## src/rtl/buffer_wr_ctrl_pkg.sv

```systemverilog
// buffer_wr_ctrl_pkg: shared state encoding and default widths for the buffer write controller.
//   ADDR_LEN  default buffer address width
//   DATA_LEN  default word width
//   state_t   controller states IDLE / FILL / DONE
package buffer_wr_ctrl_pkg;
    localparam int ADDR_LEN = 6;
    localparam int DATA_LEN = 32;
    typedef enum logic [1:0] {IDLE, FILL, DONE} state_t;
endpackage

```

## src/rtl/buffer_wr_ctrl_if.sv

```systemverilog
// buffer_wr_ctrl_if: valid/ready word stream from the memory interface into the write controller.
//   valid  source has a word
//   ready  controller can take a word this cycle
//   data   word
//   last   final word of the frame
//   master: the word source; slave: the write controller
interface buffer_wr_ctrl_if import buffer_wr_ctrl_pkg::*; #(
    parameter int dataLen = DATA_LEN
) ();
    logic               valid;
    logic               ready;
    logic [dataLen-1:0] data;
    logic               last;
    modport master (output valid, data, last, input ready);
    modport slave  (input valid, data, last, output ready);
endinterface

```

## src/rtl/buffer_wr_ctrl_occupancy_counter.sv

```systemverilog
// occupancy_counter: tracks buffer occupancy from writes and read-side releases, with clamping.
//   clk, reset    clock, asynchronous active-low reset
//   accept        a word was accepted this cycle
//   rel_en        read side frees rel_num entries this cycle
//   rel_num       number of entries freed
//   count         occupied entries
//   full, empty   count == memSize / count == 0
//   rel_err       sticky: a release exceeded the occupancy
module occupancy_counter #(
    parameter int addrLen = 6
) (
    input  logic             clk,
    input  logic             reset,
    input  logic             accept,
    input  logic             rel_en,
    input  logic [addrLen:0] rel_num,
    output logic [addrLen:0] count,
    output logic             full,
    output logic             empty,
    output logic             rel_err
);
    localparam logic [addrLen:0] MEM_SIZE = {1'b1, {addrLen{1'b0}}};
    // One extra bit so the sum and the underflow test cannot wrap.
    logic [addrLen+1:0] sum, rel, diff;
    logic               over;
    assign sum  = {1'b0, count} + {{(addrLen+1){1'b0}}, accept};
    assign rel  = rel_en ? {1'b0, rel_num} : '0;
    assign over = rel > sum;
    assign diff = sum - rel;
    always_ff @(posedge clk or negedge reset) begin
        if (!reset) begin
            count   <= '0;
            rel_err <= 1'b0;
        end else begin
            count   <= over ? '0 : diff[addrLen:0];
            rel_err <= rel_err | over;
        end
    end
    assign full  = count == MEM_SIZE;
    assign empty = count == '0;
endmodule

```

## src/rtl/buffer_wr_ctrl.sv

```systemverilog
// buffer_wr_ctrl: turns an accepted word stream into registered single-port buffer writes.
//   clk, reset        clock, asynchronous active-low reset
//   start, base_addr  begin a frame (IDLE only) writing from base_addr
//   src               input word stream (slave side)
//   rel_en, rel_num   read side frees rel_num entries
//   wrt, wrt_addr, data_out  registered write port, one cycle after accept
//   count, full, empty       occupancy
//   frame_done        pulse the cycle after the last write
//   rel_err           sticky over-release flag
// BUFWR_ADDR_WRAP_EN: defined -> pointer wraps (circular); undefined -> pointer saturates at
// memSize-1 and the stream is stalled once that address has been written.
module buffer_wr_ctrl import buffer_wr_ctrl_pkg::*; #(
    parameter int addrLen = ADDR_LEN,
    parameter int dataLen = DATA_LEN
) (
    input  logic               clk,
    input  logic               reset,
    input  logic               start,
    input  logic [addrLen-1:0] base_addr,
    buffer_wr_ctrl_if.slave    src,
    input  logic               rel_en,
    input  logic [addrLen:0]   rel_num,
    output logic               wrt,
    output logic [addrLen-1:0] wrt_addr,
    output logic [dataLen-1:0] data_out,
    output logic [addrLen:0]   count,
    output logic               full,
    output logic               empty,
    output logic               frame_done,
    output logic               rel_err
);
    localparam logic [addrLen-1:0] ADDR_MAX = '1;
    state_t             state, state_next;
    logic [addrLen-1:0] ptr, ptr_next;
    logic               stop, at_end, accept, load;
    assign accept = src.valid && src.ready;
    assign load   = start && state == IDLE;
`ifdef BUFWR_ADDR_WRAP_EN
    assign ptr_next = ptr + 1'b1;
    assign at_end   = 1'b0;
`else
    assign ptr_next = ptr == ADDR_MAX ? ptr : ptr + 1'b1;
    assign at_end   = ptr == ADDR_MAX;
`endif
    always_ff @(posedge clk or negedge reset) begin
        if (!reset) state <= IDLE;
        else        state <= state_next;
    end
    always_comb begin
        state_next = state == IDLE ? (start ? FILL : IDLE) :
                     state == FILL ? ((accept && src.last) ? DONE : FILL) : IDLE;
    end
    // Ready depends on registered state only, never on valid.
    always_comb begin
        src.ready = state == FILL && !full && !stop;
    end
    always_ff @(posedge clk or negedge reset) begin
        if (!reset) begin
            ptr        <= '0;
            stop       <= 1'b0;
            wrt        <= 1'b0;
            wrt_addr   <= '0;
            data_out   <= '0;
            frame_done <= 1'b0;
        end else begin
            ptr        <= load ? base_addr : accept ? ptr_next : ptr;
            stop       <= load ? 1'b0 : (accept && at_end) ? 1'b1 : stop;
            wrt        <= accept;
            wrt_addr   <= accept ? ptr : wrt_addr;
            data_out   <= accept ? src.data : data_out;
            frame_done <= state == DONE;
        end
    end
    occupancy_counter #(.addrLen(addrLen)) u_occ (
        .clk     (clk),
        .reset   (reset),
        .accept  (accept),
        .rel_en  (rel_en),
        .rel_num (rel_num),
        .count   (count),
        .full    (full),
        .empty   (empty),
        .rel_err (rel_err)
    );
endmodule

```

## src/flat_wrapper.sv

```systemverilog
// flat-port wrapper written by rule: the top's interface ports become plain ports
module buffer_wr_ctrl_flat import buffer_wr_ctrl_pkg::*;
#(
    parameter int addrLen = ADDR_LEN,
    parameter int dataLen = DATA_LEN
)
  (clk, reset, start, base_addr, rel_en, rel_num, wrt, wrt_addr, data_out, count, full, empty, frame_done, rel_err, src_valid, src_data, src_last, src_ready);
  buffer_wr_ctrl_if #(.dataLen(dataLen)) src_i ();
  input  logic clk;
  input  logic reset;
  input  logic start;
  input  logic [addrLen-1:0] base_addr;
  input  logic rel_en;
  input  logic [addrLen:0] rel_num;
  output logic wrt;
  output logic [addrLen-1:0] wrt_addr;
  output logic [dataLen-1:0] data_out;
  output logic [addrLen:0] count;
  output logic full;
  output logic empty;
  output logic frame_done;
  output logic rel_err;
  input wire logic [$bits(src_i.valid)-1:0] src_valid;
  input wire logic [$bits(src_i.data)-1:0] src_data;
  input wire logic [$bits(src_i.last)-1:0] src_last;
  output wire logic [$bits(src_i.ready)-1:0] src_ready;
  assign src_i.valid = src_valid;
  assign src_i.data = src_data;
  assign src_i.last = src_last;
  assign src_ready = src_i.ready;
  buffer_wr_ctrl #(.addrLen(addrLen), .dataLen(dataLen)) u_core (.clk(clk), .reset(reset), .start(start), .base_addr(base_addr), .src(src_i), .rel_en(rel_en), .rel_num(rel_num), .wrt(wrt), .wrt_addr(wrt_addr), .data_out(data_out), .count(count), .full(full), .empty(empty), .frame_done(frame_done), .rel_err(rel_err));
endmodule
```

## config.mk

```make
export PLATFORM = sky130hd
export DESIGN_NAME = buffer_wr_ctrl_flat
export DESIGN_NICKNAME = d
export VERILOG_FILES = /design/src/rtl/buffer_wr_ctrl_pkg.sv /design/src/rtl/buffer_wr_ctrl_if.sv /design/src/rtl/buffer_wr_ctrl_occupancy_counter.sv /design/src/rtl/buffer_wr_ctrl.sv /design/src/flat_wrapper.sv
export SDC_FILE = /design/constraint.sdc
export NUM_CORES = 1
export LEC_CHECK = 0
export ABC_AREA = 1
export BUFFER_PORTS_ARGS = -buffer_cell sky130_fd_sc_hd__buf_2
export CAP_MARGIN = 20
export CORE_ASPECT_RATIO = 0.7
export CORE_MARGIN = 4
export CORE_UTILIZATION = 25
export CTS_CLUSTER_DIAMETER = 100
export DETAILED_ROUTE_END_ITERATION = 8
export PLACE_DENSITY_LB_ADDON = 0.25
export SLEW_MARGIN = 20
export SYNTH_ARGS = -nofsm -noshare
export SYNTH_HDL_FRONTEND = slang
export SYNTH_SLANG_ARGS = --single-unit
export TNS_END_PERCENT = 50
```

## constraint.sdc

```tcl
create_clock -name clk -period 6.4 [get_ports clk]
set_input_delay 0.96 -clock clk [delete_from_list [all_inputs] [get_ports clk]]
set_output_delay 0.96 -clock clk [all_outputs]
set_load 0.005 [all_outputs]
```

After elaboration in Yosys (flattened, before gate mapping)
Cells that the tools add are included.

cells by class
  add/sub/neg operators = 3
  $mul = 0
  divide/modulo/power cells = 0
  $lt $le $gt $ge = 1
  equality and inequality tests = 5
  shift operators = 0
  muxes and demuxes = 11
  bitwise logic cells = 1
  reductions and logical operators = 13

operator list
  cell                 number
  $mux 6               3
  $mux 7               2
  $add 7x1->8          1
  $gt 7x8->1           1
  $eq 7x7->1 const B   1
  $logic_not 7->1      1
  $sub 7x7->7          1
  $add 6x1->6 const B  1
  $eq 6x6->1 const B   1
  $logic_and 1x1->1    6
  $mux 2               3
  $reduce_bool 2->1    2
  $mux 1               3
  $eq 2x1->1 const B   1
  $eq 2x2->1 const B   1
  $logic_not 1->1      2
  $logic_not 2->1      1
  $ne 2x1->1 const B   1
  $reduce_and 2->1     1
  $or 1x1->1           1

word-level totals
  register bits after elaboration = 57
  bits in latches = 0
  RAM bits = 0
  bits in read-only memories = 0
  bits of input ports = 51
  output and inout bits = 51
  word-level logic and storage cells = 43
  memories kept = 0

Depth between registers and ports, before layout
Gate-level depths: netlist (run 1).

  depth after elaboration = 9
  gate-level depth with buffers = 23
  gate-level depth less buffers = 22

Modules after synthesis
Synthesis (run 1) repeated with hierarchy kept, for this count alone.

unflattened totals
  cells, all modules = 368
  area total of the unflattened synthesis = 3042.9 sq um

modules (own cells, without submodules)
  module             instances  cells an instance  area each (sq um)  seq. area each (sq um)
  buffer_wr_ctrl     1          234                2100.8             1226.2
  occupancy_counter  1          134                942.2              200.2

Worst setup path before layout (run 1)
No wires, ideal clock.

  path kind = input to register
  start point = input src_valid
  end point = register u_core.u_occ.count[0]
  library setup time = 0.130 ns
  data arrival time = 2.891 ns
  required time = 6.270 ns
  setup slack = 3.379 ns
  cell stages on the path = 17
  path buffers = 1
  path through = nand3_4 > inv_4 > buf_6 > ha_1 > nand2_1 > nor2_1 > inv_1 > nor2_1 > xor2_1 > ha_1 > nand2_1 > inv_1 > nand2_1 > a21oi_1 > nand2_1 > nand2_1 > a21oi_1

on the way
  longest elaborated chain between the ends = 4
  elaborated cells on any way between the ends = 5
  classes of those cells = add/sub: 2; order compare: 1; mux: 1; reduce/logical: 1

ends and longest elaborated chain
  element                                           line                                                                            RTL
  start: declaration                                flat_wrapper.sv:23                                                              input wire logic [$bits(src_i.valid)-1:0] src_valid;
  $logic_and 1x1->1 *                               buffer_wr_ctrl.sv:36                                                            assign accept = src.valid && src.ready;
  via u_core.accept                                 buffer_wr_ctrl.sv:35                                                            logic stop, at_end, accept, load;
  $add 7x1->8 *                                     buffer_wr_ctrl_occupancy_counter.sv:26                                          assign sum = {1'b0, count} + {{(addrLen+1){1'b0}}, accept};
  $sub 7x7->7 / $gt 7x8->1 (equally long branches)  buffer_wr_ctrl_occupancy_counter.sv:29, buffer_wr_ctrl_occupancy_counter.sv:28
  $mux 7 *                                          buffer_wr_ctrl_occupancy_counter.sv:35                                          count <= over ? '0 : diff[addrLen:0];
  end signal: assignment                            buffer_wr_ctrl_occupancy_counter.sv:35
  end: declaration                                  buffer_wr_ctrl_occupancy_counter.sv:17                                          output logic [addrLen:0] count,

Mark *: on every way through the listed nets, which the timed path passes. The rest lies on a longest branch.
A chain may end at the register's enable or synchronous reset.

Worst setup path in the final report (run 1)
  start point = register u_core.u_occ.count[5]
  end point = register u_core.u_occ.count[1]

on the way
  longest elaborated chain between the ends = 8
  elaborated cells on any way between the ends = 9
  classes of those cells = add/sub: 2; order compare: 1; eq/ne: 1; mux: 1; reduce/logical: 4

ends and longest elaborated chain
  element                                           line                                                                            RTL
  $eq 7x7->1                                        buffer_wr_ctrl_occupancy_counter.sv:39                                          assign full = count == MEM_SIZE;
  $logic_not 1->1                                   buffer_wr_ctrl.sv:55                                                            src.ready = state == FILL && !full && !stop;
  $logic_and 1x1->1 (2 in a row)                    buffer_wr_ctrl.sv:55
  $logic_and 1x1->1                                 buffer_wr_ctrl.sv:36
  $add 7x1->8 *                                     buffer_wr_ctrl_occupancy_counter.sv:26
  $sub 7x7->7 / $gt 7x8->1 (equally long branches)  buffer_wr_ctrl_occupancy_counter.sv:29, buffer_wr_ctrl_occupancy_counter.sv:28
  $mux 7 *                                          buffer_wr_ctrl_occupancy_counter.sv:35

Every way passes the cells marked *; elsewhere a longest branch is shown, timed or not.

==> summary.md, run 1 <==
| Metric | Value |
|---|---|
| Final ANT Viol Nets | `0` |
| CP startpoint | `u_core.u_occ.count[5]` |
| Post-DP HPWL | `5.77 mm` |
| First-pass GRT wire length | `12.8 mm` |
| Final hold violation count | `0` |
| Core area | `11300 sq um` |
| Final setup fails | `0` |
| CP Max Fanout | `45` |
| Clock skew | `approximately 0.0065 ns` |
| Max Cap Viol | `0` |
| Worst hold start | `u_core.state[0]` |
| Least-Margin Pin Slew | `roughly 0.73 ns` |
| CP Cell Sequence | `inv_1 > nand2_1 > nor2_1 > nand2_2 > nand3_4 > inv_4 > ha_1 > nand2_1 > nor2_1 > inv_1 > nor2_1 > xor2_1 > ha_1 > nand2_1 > inv_1 > nand2_1 > a21oi_1 > nand2_1 > nand2_1 > a21oi_1` |
| Insertion delay to the later sink of the worst-skew pair | `0.32 ns` |
| PwrDens | `487 nW/um^2` |
| Complex-gate fraction of the synthesized area | `5.28%` |
| First-pass iteration count of the detailed router | `5` |
| Type of origin of the critical path | `flip-flop` |
| Count of cell types in the netlist | `26` |
| Worst stage delay on the critical path | `0.50 ns` |
| # nets final | `552` |
| Largest family of logic cells by synthesized area | `simple AND/OR/NAND/NOR gates` |
| Post-detailed-route wirelength per cell | `11.9 um` |
| Placed cells | `between 600 and 700` |
| Die Wd | `138 um` |
| Worst path most repeated cell | `nand2_1` |
| Post-cts resize count | `0` |
| # diodes | `0` |
| Initial DRC count | `112` |
| Synthesis-to-layout area growth | `32.9%` |
| VDD IR max | `146 uV` |
| Reg2Reg Setup Slack | `2.54 ns` |
| Worst-case clock buffer depth | `2` |
| Die footprint | `13700 sq um` |
| Worst reg2reg path startpoint | `u_core.u_occ.count[5]` |
| TritonCTS clock tree | `done` |
| Hold crit path type | `flip-flop to flip-flop` |
| Post-synthesis cell count | `380` |
| Critical Path Sink Type | `flip-flop` |
| Run status | `completed` |
| GRT overflow | `0` |
| Worst-path clk slew | `0.05 ns` |
| Post-CTS Repair Setup Buffers | `0` |
| I/O Pins | `102` |
| I/O Buffers | `slightly above 100` |
| Gpl congestion | `0.842` |
| Initial antenna violation count | `0` |
| Synth area leaders | `dfrtp_1 48%, nand2_1 22%, ha_1 6.8%` |
| Syn Nets | `approximately 450` |
| Critical Path Sink | `u_core.u_occ.count[1]` |
| Largest net degree at the start of global routing | `58` |
| Fill cells | `1208` |
| Crit path DAT | `~4.1 ns` |
| Clk sinks | `57` |
| Die Ht | `99.1 um` |
| Non-Filler Instances | `642` |
| Vias in the first global route | `2691` |
| DRT Wirelength | `7.61 mm` |
| Seq/Total Area, Yosys | `48.2%` |
| Crit Path Category | `flip-flop to flip-flop` |
| Number of H-tree levels | `3` |
| Fin crit period | `3.86 ns` |
| Area leader, netlist | `dfrtp_1` |
| Worst path slowest cell | `inv_4` |
| Post-synthesis mux area share | `0%` |
| Slew headroom | `51.4%` |
| Layout cells sized above 1 | `25.8%` |
| GRT Util Overall | `11.7%` |
| Vias per cell | `4.07` |
| Fin Setup TNS | `0 ns` |
| Worst reg2reg endpoint | `u_core.u_occ.count[1]` |
| Synth top area share | `48.2%` |
| Post-route DRC violation count | `0` |
| Yosys reg bits | `57` |
| Unrepaired setup endpoints after global routing | `false` |
| Leak | `2.30 nW` |
| Average size of a mapped cell | `7.79 sq um` |
| Ys Warns | `0` |
| Mapped cell area | `2960 sq um` |
| Total Power | `1.91 mW` |
| Via Count | `approximately 2.6k` |
| Synth Area in XOR/XNOR | `1.77%` |
| Critical Path RT | `6.59 ns` |
| Post-Synth Adder-Cell Area | `about 7.4%` |
| F_max | `between 0.2 and 0.3 GHz` |
| CTS Buf Count | `9` |
| Crit share post-route | `60.3%` |
| Placed cell areas | `around 3600 sq um` |
| Design Area, Final | `3940 sq um` |
| Reg2reg path depth | `20` |
| Initial core utilization | `26.2%` |
| CTS Hold Bufs | `0` |
| Slew Viols, Final | `0` |
| Clock root buffer | `clkbuf_16` |
| Row cnt | `32` |
| Simple-gate area share of the yosys netlist | `29.0%` |
## stage by stage
stage | utilization (%) | hold WS [ns] | worst slack, ns
CTS | 34.9 | 0.455 | 2.49
detailed placement | 31.9 | 0.445 | 2.19
global route | 34.9 | 0.470 | 2.03
floorplan | - | 0.422 | 3.38
finish | 34.9 | 0.457 | 2.54
global placement | 31.9 | 0.438 | 2.26
## synthesized netlist by cell type
cell type	instances
nand4_2	1
ha_1	16
inv_4	1
nor2_2	1
nand3_1	15
a31oi_1	1
fa_1	1
xor2_1	6
nor2_1	14
nor4_1	1
buf_2	4
inv_2	2
a21oi_1	14
nor3_1	1
clkbuf_1	2
o21ai_0	8
nand2_2	1
inv_1	46
nand2_1	172
o21ai_1	5
nand3_4	1
or2_2	1
buf_6	3
o21bai_1	2
dfrtp_1	57
nand4_1	4
## layout by cell type (no fill, tap or decap), types with 4 or more instances in the layout
| cell type | instances |
|---|---|
| inv_1 | 46 |
| nand2_1 | 172 |
| clkbuf_16 | 9 |
| buf_2 | 101 |
| o21ai_1 | 5 |
| nand4_1 | 4 |
| nor2_1 | 14 |
| nand3_1 | 15 |
| dfrtp_1 | 57 |
| a21oi_1 | 14 |
| ha_1 | 16 |
| xor2_1 | 6 |
| o21ai_0 | 8 |
## critical path: cells and delay by family, from the launching register on
| kind | cells | cell delay [ns] |
|---|---|---|
| adders and majority gates | 2 | 0.63 |
| xor gates and xnor gates | 1 | 0.10 |
| and+or+nand+nor | 11 | 1.53 |
| DFF | 1 | 0.44 |
| AOI/OAI and AO/OA | 2 | 0.27 |
| buffers and inverters | 4 | 0.73 |
## layer usage
layer	up-vias	wire length, um	global-route usage (%)
met1	1172	3460	14.4
met3	9	483	5.14
met4	0	121	3.57
met5	-	0	0
li1	1372	-	-
met2	60	3550	18.6
## logic make-up (layout without fill, tap and decap cells)
family / count (synthesis) / in the layout
AO/OA/AOI/OAI: 30 / 30
XOR/XNOR: 6 / 6
adder cells (fa/ha/maj): 17 / 17
buffers and inverters: 58 / 167
flip-flops: 57 / 57
AND/OR/NAND/NOR: 212 / 212
## final cells by class
class                           count  area, sq um  share of cell area (%)
Clock inverter                      5         77.6                    1.97
Tap cell                          153          191                    4.86
Sequential cell                    57         1430                    36.2
Multi-Input combinational cell    265         1290                    32.7
Inverter                           49          186                    4.74
Timing Repair Buffer              102          513                    13.0
Clock buffer                       11          253                    6.42
## sequential cells by signal (all words and copies together) (netlist names)
signal,cells
u_core.data_out,32
u_core.u_occ.count,7
u_core.ptr,6
u_core.wrt_addr,6
u_core.state,2
u_core.frame_done,1
u_core.stop,1
u_core.u_occ.rel_err,1
u_core.wrt,1
## how the worst min path moves through the flow
stage,end,slack [ns],depth (start not counted)
floorplan,u_core.frame_done,0.42,1
global placement,u_core.frame_done,0.44,1
detailed placement,u_core.frame_done,0.45,1
CTS,u_core.frame_done,0.46,1
global route,u_core.frame_done,0.47,1
finish,u_core.frame_done,0.46,1
## report_power, final
group          total, mW  switching [mW]  internal [mW]
registers          0.629           0.108          0.521
logic              0.772           0.460          0.312
clock network      0.513           0.154          0.360
No activity file was read; power rests on OpenSTA's default activity.
==> inputs of run 2 (changes only) <==
==> constraint.sdc (replaced) <==
create_clock -name clk -period 3.8 [get_ports clk]
set_input_delay 0.57 -clock clk [delete_from_list [all_inputs] [get_ports clk]]
set_output_delay 0.57 -clock clk [all_outputs]
set_load 0.005 [all_outputs]
==> run 2 against run 1 <==
Against the previous run:
- combinational power rose by 72%
- clock skew fell by 0.00086 ns
- clock power rose by 62%
- fmax rose by 30%
- final cell count rose by 0.16%
- wire length rose by 2.7%
- design area did not move
- worst setup slack got worse by 1.7 ns
- die area did not move
- utilization did not move
- global-route usage rose by 0.37 points
- critical path type unchanged
- critical endpoint is now u_core.u_occ.count[0]
- highest routed layer unchanged
==> summary.md, run 2 (synthesized netlist as in run 1, its figures left out) <==
| Metric | Value |
|---|---|
| Run status | `completed (unchanged)` |
| Slew headroom | `47.7% (was 51.4%)` |
| Post-CTS Repair Setup Buffers | `0 (unchanged)` |
| Post-route DRC violation count | `0 (unchanged)` |
| GRT Util Overall | `12.1% (was 11.7%)` |
| GRT overflow | `0 (unchanged)` |
| Die footprint | `13700 sq um (unchanged)` |
| Die Ht | `99.1 um (unchanged)` |
| Initial core utilization | `26.2% (unchanged)` |
| Fill cells | `1266 (was 1208)` |
| Final setup fails | `0 (unchanged)` |
| Crit share post-route | `78.1% (was 60.3%)` |
| Final ANT Viol Nets | `0 (unchanged)` |
| Vias in the first global route | `2694 (was 2691)` |
| Worst-case clock buffer depth | `2 (unchanged)` |
| F_max | `0.337 GHz (was 0.259 GHz)` |
| Post-cts resize count | `0 (unchanged)` |
| Top flop regs | `u_core.data_out x32, u_core.u_occ.count x7 (unchanged)` |
| Leak | `2.30 nW (about the same)` |
| Fin Setup TNS | `0 ns (unchanged)` |
| Worst-path clk slew | `0.05 ns (about the same)` |
| Vias per cell | `4.13 (was 4.07)` |
| Place WS | `0.865 ns (was 2.19 ns)` |
| Core area | `11300 sq um (unchanged)` |
| Post-detailed-route wirelength per cell | `12.2 um (was 11.9 um)` |
| Insertion delay to the later sink of the worst-skew pair | `0.32 ns (about the same)` |
| Max FFs per register | `32 (unchanged)` |
| CTS Hold Bufs | `0 (unchanged)` |
| Max Cap Viol | `0 (unchanged)` |
| Fin crit period | `2.97 ns (was 3.86 ns)` |
| Largest net degree at the start of global routing | `45 (was 58)` |
| Slew Viols, Final | `0 (unchanged)` |
| First-pass GRT wire length | `13.2 mm (was 12.8 mm)` |
| I/O Buffers | `101 (unchanged)` |
| Final hold violation count | `0 (unchanged)` |
| Commonest non-fill, non-tap cell in the layout | `nand2_1 (unchanged)` |
| CP Max Fanout | `8 (was 45)` |
| Post-DP HPWL | `5.96 mm (was 5.77 mm)` |
| # diodes | `0 (unchanged)` |
| Clk sinks | `57 (unchanged)` |
| # nets final | `554 (was 552)` |
| Gpl congestion | `0.899 (was 0.842)` |
| Clock skew | `0.00567 ns (was 0.00654 ns)` |
| Type of origin of the critical path | `flip-flop (unchanged)` |
| Unrepaired setup endpoints after global routing | `false (unchanged)` |
| Via Count | `2655 (was 2613)` |
| Initial antenna violation count | `0 (unchanged)` |
| VDD IR max | `217 uV (was 146 uV)` |
| Die Wd | `138 um (unchanged)` |
| Final WS setup | `0.832 ns (was 2.54 ns)` |
| Top reg by flops | `u_core.data_out (unchanged)` |
| PwrDens | `813 nW/um^2 (was 487 nW/um^2)` |
| I/O Pins | `102 (unchanged)` |
| TritonCTS clock tree | `done (unchanged)` |
| Commonest non-fill, non-tap cells in the layout | `172 x nand2_1, 101 x buf_2, 57 x dfrtp_1 (unchanged)` |
| Number of H-tree levels | `3 (unchanged)` |
| Clock root buffer | `clkbuf_16 (unchanged)` |
| Synthesis-to-layout area growth | `32.9% (unchanged)` |
| Layout cells sized above 1 | `25.9% (was 25.8%)` |
| Crit Path Category | `flip-flop to flip-flop (unchanged)` |
| Row cnt | `32 (unchanged)` |
| First-pass iteration count of the detailed router | `4 (was 5)` |
| Least-Margin Pin Slew | `0.784 ns (was 0.729 ns)` |
| DRT Wirelength | `7.82 mm (was 7.61 mm)` |
| Initial DRC count | `132 (was 112)` |
| Critical Path RT | `3.99 ns (was 6.59 ns)` |
| Crit path DAT | `3.16 ns (was 4.05 ns)` |
| Hold crit path type | `input pin to async pin (was flip-flop to flip-flop)` |
| CTS Buf Count | `9 (unchanged)` |
| Critical Path Sink Type | `flip-flop (unchanged)` |
==> run 2: cell types whose count changed in the layout (fill, tap and decap cells not counted), sizes merged <==
cell	delta
buf	+2
clkbuf	+2
bufinv	-1
clkinv	-1
clkinvlp	-1
==> run 2: critical path: stages, from the launching register on <==
cell     delay [ns]
dfrtp_1        0.43
inv_1          0.06
nand2_1        0.09
nor2_1         0.06
nand2_2        0.12
nand3_4        0.09
inv_4          0.06
ha_1           0.16
ha_1           0.18
nand2_1        0.10
nor2_1         0.15
inv_1          0.05
nand2_1        0.09
inv_1          0.05
ha_1           0.36
nand2_1        0.07
inv_1          0.08
nand2_1        0.06
a21oi_1        0.18
nand2_1        0.08
nand2_1        0.21
a21oi_1        0.11
==> run 2: power by group <==
group	switching (mW)	leakage [nW]	internal (mW)	total, mW
combinational	0.791	1.44	0.536	1.33
sequential	0.166	0.711	0.878	1.04
clock	0.256	0.158	0.573	0.829
total	1.21	2.30	1.99	3.20
==> run 2: area by class of cell <==
class | count | area, sq um | area share (%)
Sequential cell | 57 | 1430 | 36.2
Tap cell | 153 | 191 | 4.86
Inverter | 49 | 186 | 4.74
Clock inverter | 2 | 35.0 | 0.890
Timing Repair Buffer | 104 | 528 | 13.4
Clock buffer | 13 | 280 | 7.12
Multi-Input combinational cell | 265 | 1290 | 32.7
==> run 2: final timing paths <==
path | slack (ns) | start | cells after the start | endpoint
worst min register to register | 0.44 | u_core.state[0] | 1 | u_core.frame_done
min in group clk | 0.44 | src_data[6] | 3 | u_core.data_out[6]
max in group asynchronous | 2.66 | reset | 2 | u_core.data_out[28]
worst max register to register | 0.83 | u_core.u_occ.count[5] | 21 | u_core.u_occ.count[0]
worst min-delay path | 0.33 | reset | 1 | u_core.data_out[6]
worst max-delay path | 0.83 | u_core.u_occ.count[5] | 21 | u_core.u_occ.count[0]
==> run 2: stage by stage <==
stage               util [%]  total power, mW  hold slack, ns  cell area (sq um)  std cells
floorplan                  -             1.90           0.274               2960        380
global placement        32.1             2.39           0.441               3620        628
detailed placement      32.1             2.41           0.435               3620        628
CTS                     34.9             3.27           0.364               3940        643
global route            34.9             3.53           0.402               3940        643
finish                  34.9             3.20           0.334               3940        643
==> run 2: routing by layer <==
metal	part of all wire (%)	vias up	track usage [%]
met2	47	59	19.3
met1	47	1201	15.4
met4	0.91	0	3.19
li1	-	1384	-
met5	0	-	0
met3	5.3	11	4.61
==> inputs of run 3 (changes only) <==
==> constraint.sdc (replaced) <==
create_clock -name clk -period 2.4 [get_ports clk]
set_input_delay 0.36 -clock clk [delete_from_list [all_inputs] [get_ports clk]]
set_output_delay 0.36 -clock clk [all_outputs]
set_load 0.005 [all_outputs]
==> run 3 against run 2 <==
Against the previous run:
- the flow now finishes with violations (setup timing)
- fmax grew 21%
- highest routed layer unchanged
- global-route usage rose by 0.23 points
- first-iteration DRC count decreased by 43%
- total power increased by 76%
- largest power group unchanged
- clock-buffer cell count shrank 1
- register-to-register slack got worse by 0.89 ns
==> summary.md, run 3 (synthesized netlist as in run 1, its figures left out) <==
| Metric | Value |
|---|---|
| Worst stage delay on the critical path | `0.39 ns (was 0.43 ns)` |
| VDD IR max | `415 uV (was 217 uV)` |
| Vias in the first global route | `2787 (was 2694)` |
| Initial DRC count | `75 (was 132)` |
| Hold crit path type | `input pin to async pin (unchanged)` |
| Seq. cell area | `1430 sq um (unchanged)` |
| Hold slack | `0.0441 ns (was 0.334 ns)` |
| Placed cell areas | `3900 sq um (was 3620 sq um)` |
| # nets final | `594 (was 554)` |
| CP startpoint | `u_core.u_occ.count[3] (was u_core.u_occ.count[5])` |
| GRT overflow | `0 (unchanged)` |
| Crit-path leading delay family | `simple AND/OR/NAND/NOR gates (unchanged)` |
| Final setup fails | `8 (was 0)` |
| # diodes | `0 (unchanged)` |
| Reg power frac | `29.2% (was 32.6%)` |
| GRT Util Overall | `12.3% (was 12.1%)` |
| CP Cell Sequence | `inv_2 > nand2_2 > nor2_4 > nand2_4 > nand3_4 > inv_4 > ha_4 > ha_4 > nand2_4 > o21ai_2 > nand2_1 > inv_2 > ha_4 > nand2_2 > inv_2 > nand2_2 > a21oi_4 > nand2_2 > nand2_4 > a21oi_2 (was inv_1 > nand2_1 > nor2_1 > nand2_2 > nand3_4 > inv_4 > ha_1 > ha_1 > nand2_1 > nor2_1 > inv_1 > nand2_1 > inv_1 > ha_1 > nand2_1 > inv_1 > nand2_1 > a21oi_1 > nand2_1 > nand2_1 > a21oi_1)` |
| Die footprint | `13700 sq um (unchanged)` |
| Placed cells | `657 (was 628)` |
| Slew headroom | `56.7% (was 47.7%)` |
| Fin crit period | `2.46 ns (was 2.97 ns)` |
| Core area | `11300 sq um (unchanged)` |
| Switching Share | `38.9% (was 37.9%)` |
| Worst-path clk slew | `0.05 ns (about the same)` |
| Worst Path Buf+Inv | `4 (was 5)` |
| Clock skew | `0.00667 ns (was 0.00567 ns)` |
| Worst reg2reg path startpoint | `u_core.u_occ.count[3] (was u_core.u_occ.count[5])` |
| Fin Setup TNS | `-0.408 ns (was 0 ns)` |
| Critical Path RT | `2.60 ns (was 3.99 ns)` |
| Non-Filler Instances | `683 (was 643)` |
| Crit path DAT | `2.66 ns (was 3.16 ns)` |
| Worst reg2reg endpoint | `u_core.u_occ.count[1] (was u_core.u_occ.count[0])` |
| Crit share post-route | `102% (was 78.1%)` |
| Commonest non-fill, non-tap cell in the layout | `nand2_1 (unchanged)` |
| Initial core utilization | `26.2% (unchanged)` |
| Failing checks | `setup timing` |
| Reg2Reg Setup Slack | `-0.06 ns (was 0.83 ns)` |
| Max Cap Viol | `0 (unchanged)` |
| Insertion delay to the later sink of the worst-skew pair | `0.32 ns (about the same)` |
| Final ANT Viol Nets | `0 (unchanged)` |
| Crit Path Category | `flip-flop to flip-flop (unchanged)` |
| I/O Buffers | `101 (unchanged)` |
| Post-DP HPWL | `6.17 mm (was 5.96 mm)` |
| Combinational Power Share | `51.2% (was 41.5%)` |
| Worst path most repeated cell | `nand2_2 (was nand2_1)` |
| Worst path slowest cell | `dfrtp_1 (unchanged)` |
| Final WS setup | `-0.0578 ns (was 0.832 ns)` |
| Synthesis-to-layout area growth | `49.0% (was 32.9%)` |
| Least-Margin Pin Slew | `0.647 ns (was 0.784 ns)` |
| Switching pwr | `2.19 mW (was 1.21 mW)` |
| Top reg by flops | `u_core.data_out (unchanged)` |
| DRT Wirelength | `8.10 mm (was 7.82 mm)` |
| Row cnt | `32 (unchanged)` |
| Final hold violation count | `0 (unchanged)` |
| Critical Path Sink Type | `flip-flop (unchanged)` |
| Clk sinks | `57 (unchanged)` |
| Crit. path cell count | `20 (was 21)` |
| Internal Power | `3.44 mW (was 1.99 mW)` |
| Util after Layout | `39.1% (was 34.9%)` |
| Place WS | `-0.232 ns (was 0.865 ns)` |
| Reg2reg path depth | `20 (was 21)` |
| Type of origin of the critical path | `flip-flop (unchanged)` |
| Vias per cell | `4.07 (was 4.13)` |
| F_max | `0.407 GHz (was 0.337 GHz)` |
| CP Max Fanout | `8 (unchanged)` |
| Top flop regs | `u_core.data_out x32, u_core.u_occ.count x7 (unchanged)` |
| Max FFs per register | `32 (unchanged)` |
| Gpl congestion | `0.807 (was 0.899)` |
| Total Power | `5.63 mW (was 3.20 mW)` |
| Die Ht | `99.1 um (unchanged)` |
| Layout cells sized above 1 | `39.1% (was 25.9%)` |
| Unrepaired setup endpoints after global routing | `true (was false)` |
| Largest net degree at the start of global routing | `45 (unchanged)` |
| Critical Path Sink | `u_core.u_occ.count[1] (was u_core.u_occ.count[0])` |
| Number of H-tree levels | `3 (unchanged)` |
| PwrDens | `1280 nW/um^2 (was 813 nW/um^2)` |
| Fill cells | `1194 (was 1266)` |
| Post-route DRC violation count | `0 (unchanged)` |
| Slew Viols, Final | `0 (unchanged)` |
| Initial antenna violation count | `0 (unchanged)` |
| Fraction of power consumed by the clock network | `19.6% (was 25.9%)` |
| Leak | `2.52 nW (was 2.30 nW)` |
| Clock root buffer | `clkbuf_16 (unchanged)` |
| I/O Pins | `102 (unchanged)` |
| Multi-input gate area | `1520 sq um (was 1290 sq um)` |
| Run status | `finished, violations left (was completed)` |
| Die Wd | `138 um (unchanged)` |
| CTS Hold Bufs | `0 (unchanged)` |
| Design Area, Final | `4410 sq um (was 3940 sq um)` |
| First-pass iteration count of the detailed router | `4 (unchanged)` |
| Via Count | `2782 (was 2655)` |
| First-pass GRT wire length | `13.7 mm (was 13.2 mm)` |
| TritonCTS clock tree | `done (unchanged)` |
| Worst-case clock buffer depth | `2 (unchanged)` |
| Commonest non-fill, non-tap cells in the layout | `160 x nand2_1, 101 x buf_2, 57 x dfrtp_1 (was 172 x nand2_1, 101 x buf_2, 57 x dfrtp_1)` |
| Post-detailed-route wirelength per cell | `11.9 um (was 12.2 um)` |
| CTS Buf Count | `9 (unchanged)` |
==> run 3: worst register-to-register path: cells and delay by family (launching register included) <==
family                     cells  cell delay [ns]
AOI/OAI and AO/OA              3             0.29
adders and majority gates      3             0.61
DFF                            1             0.39
and+or+nand+nor               10             0.87
buffers and inverters          4             0.22
==> run 3: power groups by stage <==
stage / Sequential, mW / Clock (mW) / Combinational [mW]
final: 1.64 / 1.11 / 2.88
after global routing: 1.70 / 1.21 / 3.26
after CTS: 1.65 / 1.16 / 2.80
after detailed placement: 1.65 / 0 / 2.53
after global placement: 1.64 / 0 / 2.51
after floorplan: 1.69 / 0 / 1.38
==> run 3: timing repair <==
action | CTS | global route
pin swaps | 22 | 20
endpoints found under the hold margin | 0 | 0
setup endpoints to repair | 8 | 8
gates cloned | 0 | 0
buffers inserted | 9 | 2
resized for setup | 27 | 13
==> run 3: how the worst min path moves through the flow <==
stage / start / endpoint / slack [ns] / cells past startpoint
floorplan: reset / u_core.data_out[0] / 0.06 / 0
global placement: reset / u_core.wrt_addr[1] / 0.40 / 2
detailed placement: reset / u_core.wrt_addr[1] / 0.40 / 2
CTS: reset / u_core.wrt_addr[1] / 0.05 / 2
global route: reset / u_core.wrt_addr[1] / 0.07 / 2
finish: reset / u_core.wrt_addr[1] / 0.04 / 2
==> run 3: metal layers <==
layer | global-route usage (%) | vias to the layer above | routed length [um]
li1 | - | 1455 | -
met1 | 16.7 | 1260 | 4060
met2 | 18.5 | 60 | 3580
met3 | 4.70 | 7 | 390
met4 | 2.96 | 0 | 73
met5 | 0 | - | 0
==> run 3: cell type report <==
cell class / instances / share of cell area (%)
multi-input combinational: 265 / 34.4
sequential: 57 / 32.3
timing repair buffer: 144 / 18.8
clock buffer: 12 / 5.59
tap: 153 / 4.34
inverter: 49 / 4.22
clock inverter: 3 / 0.397
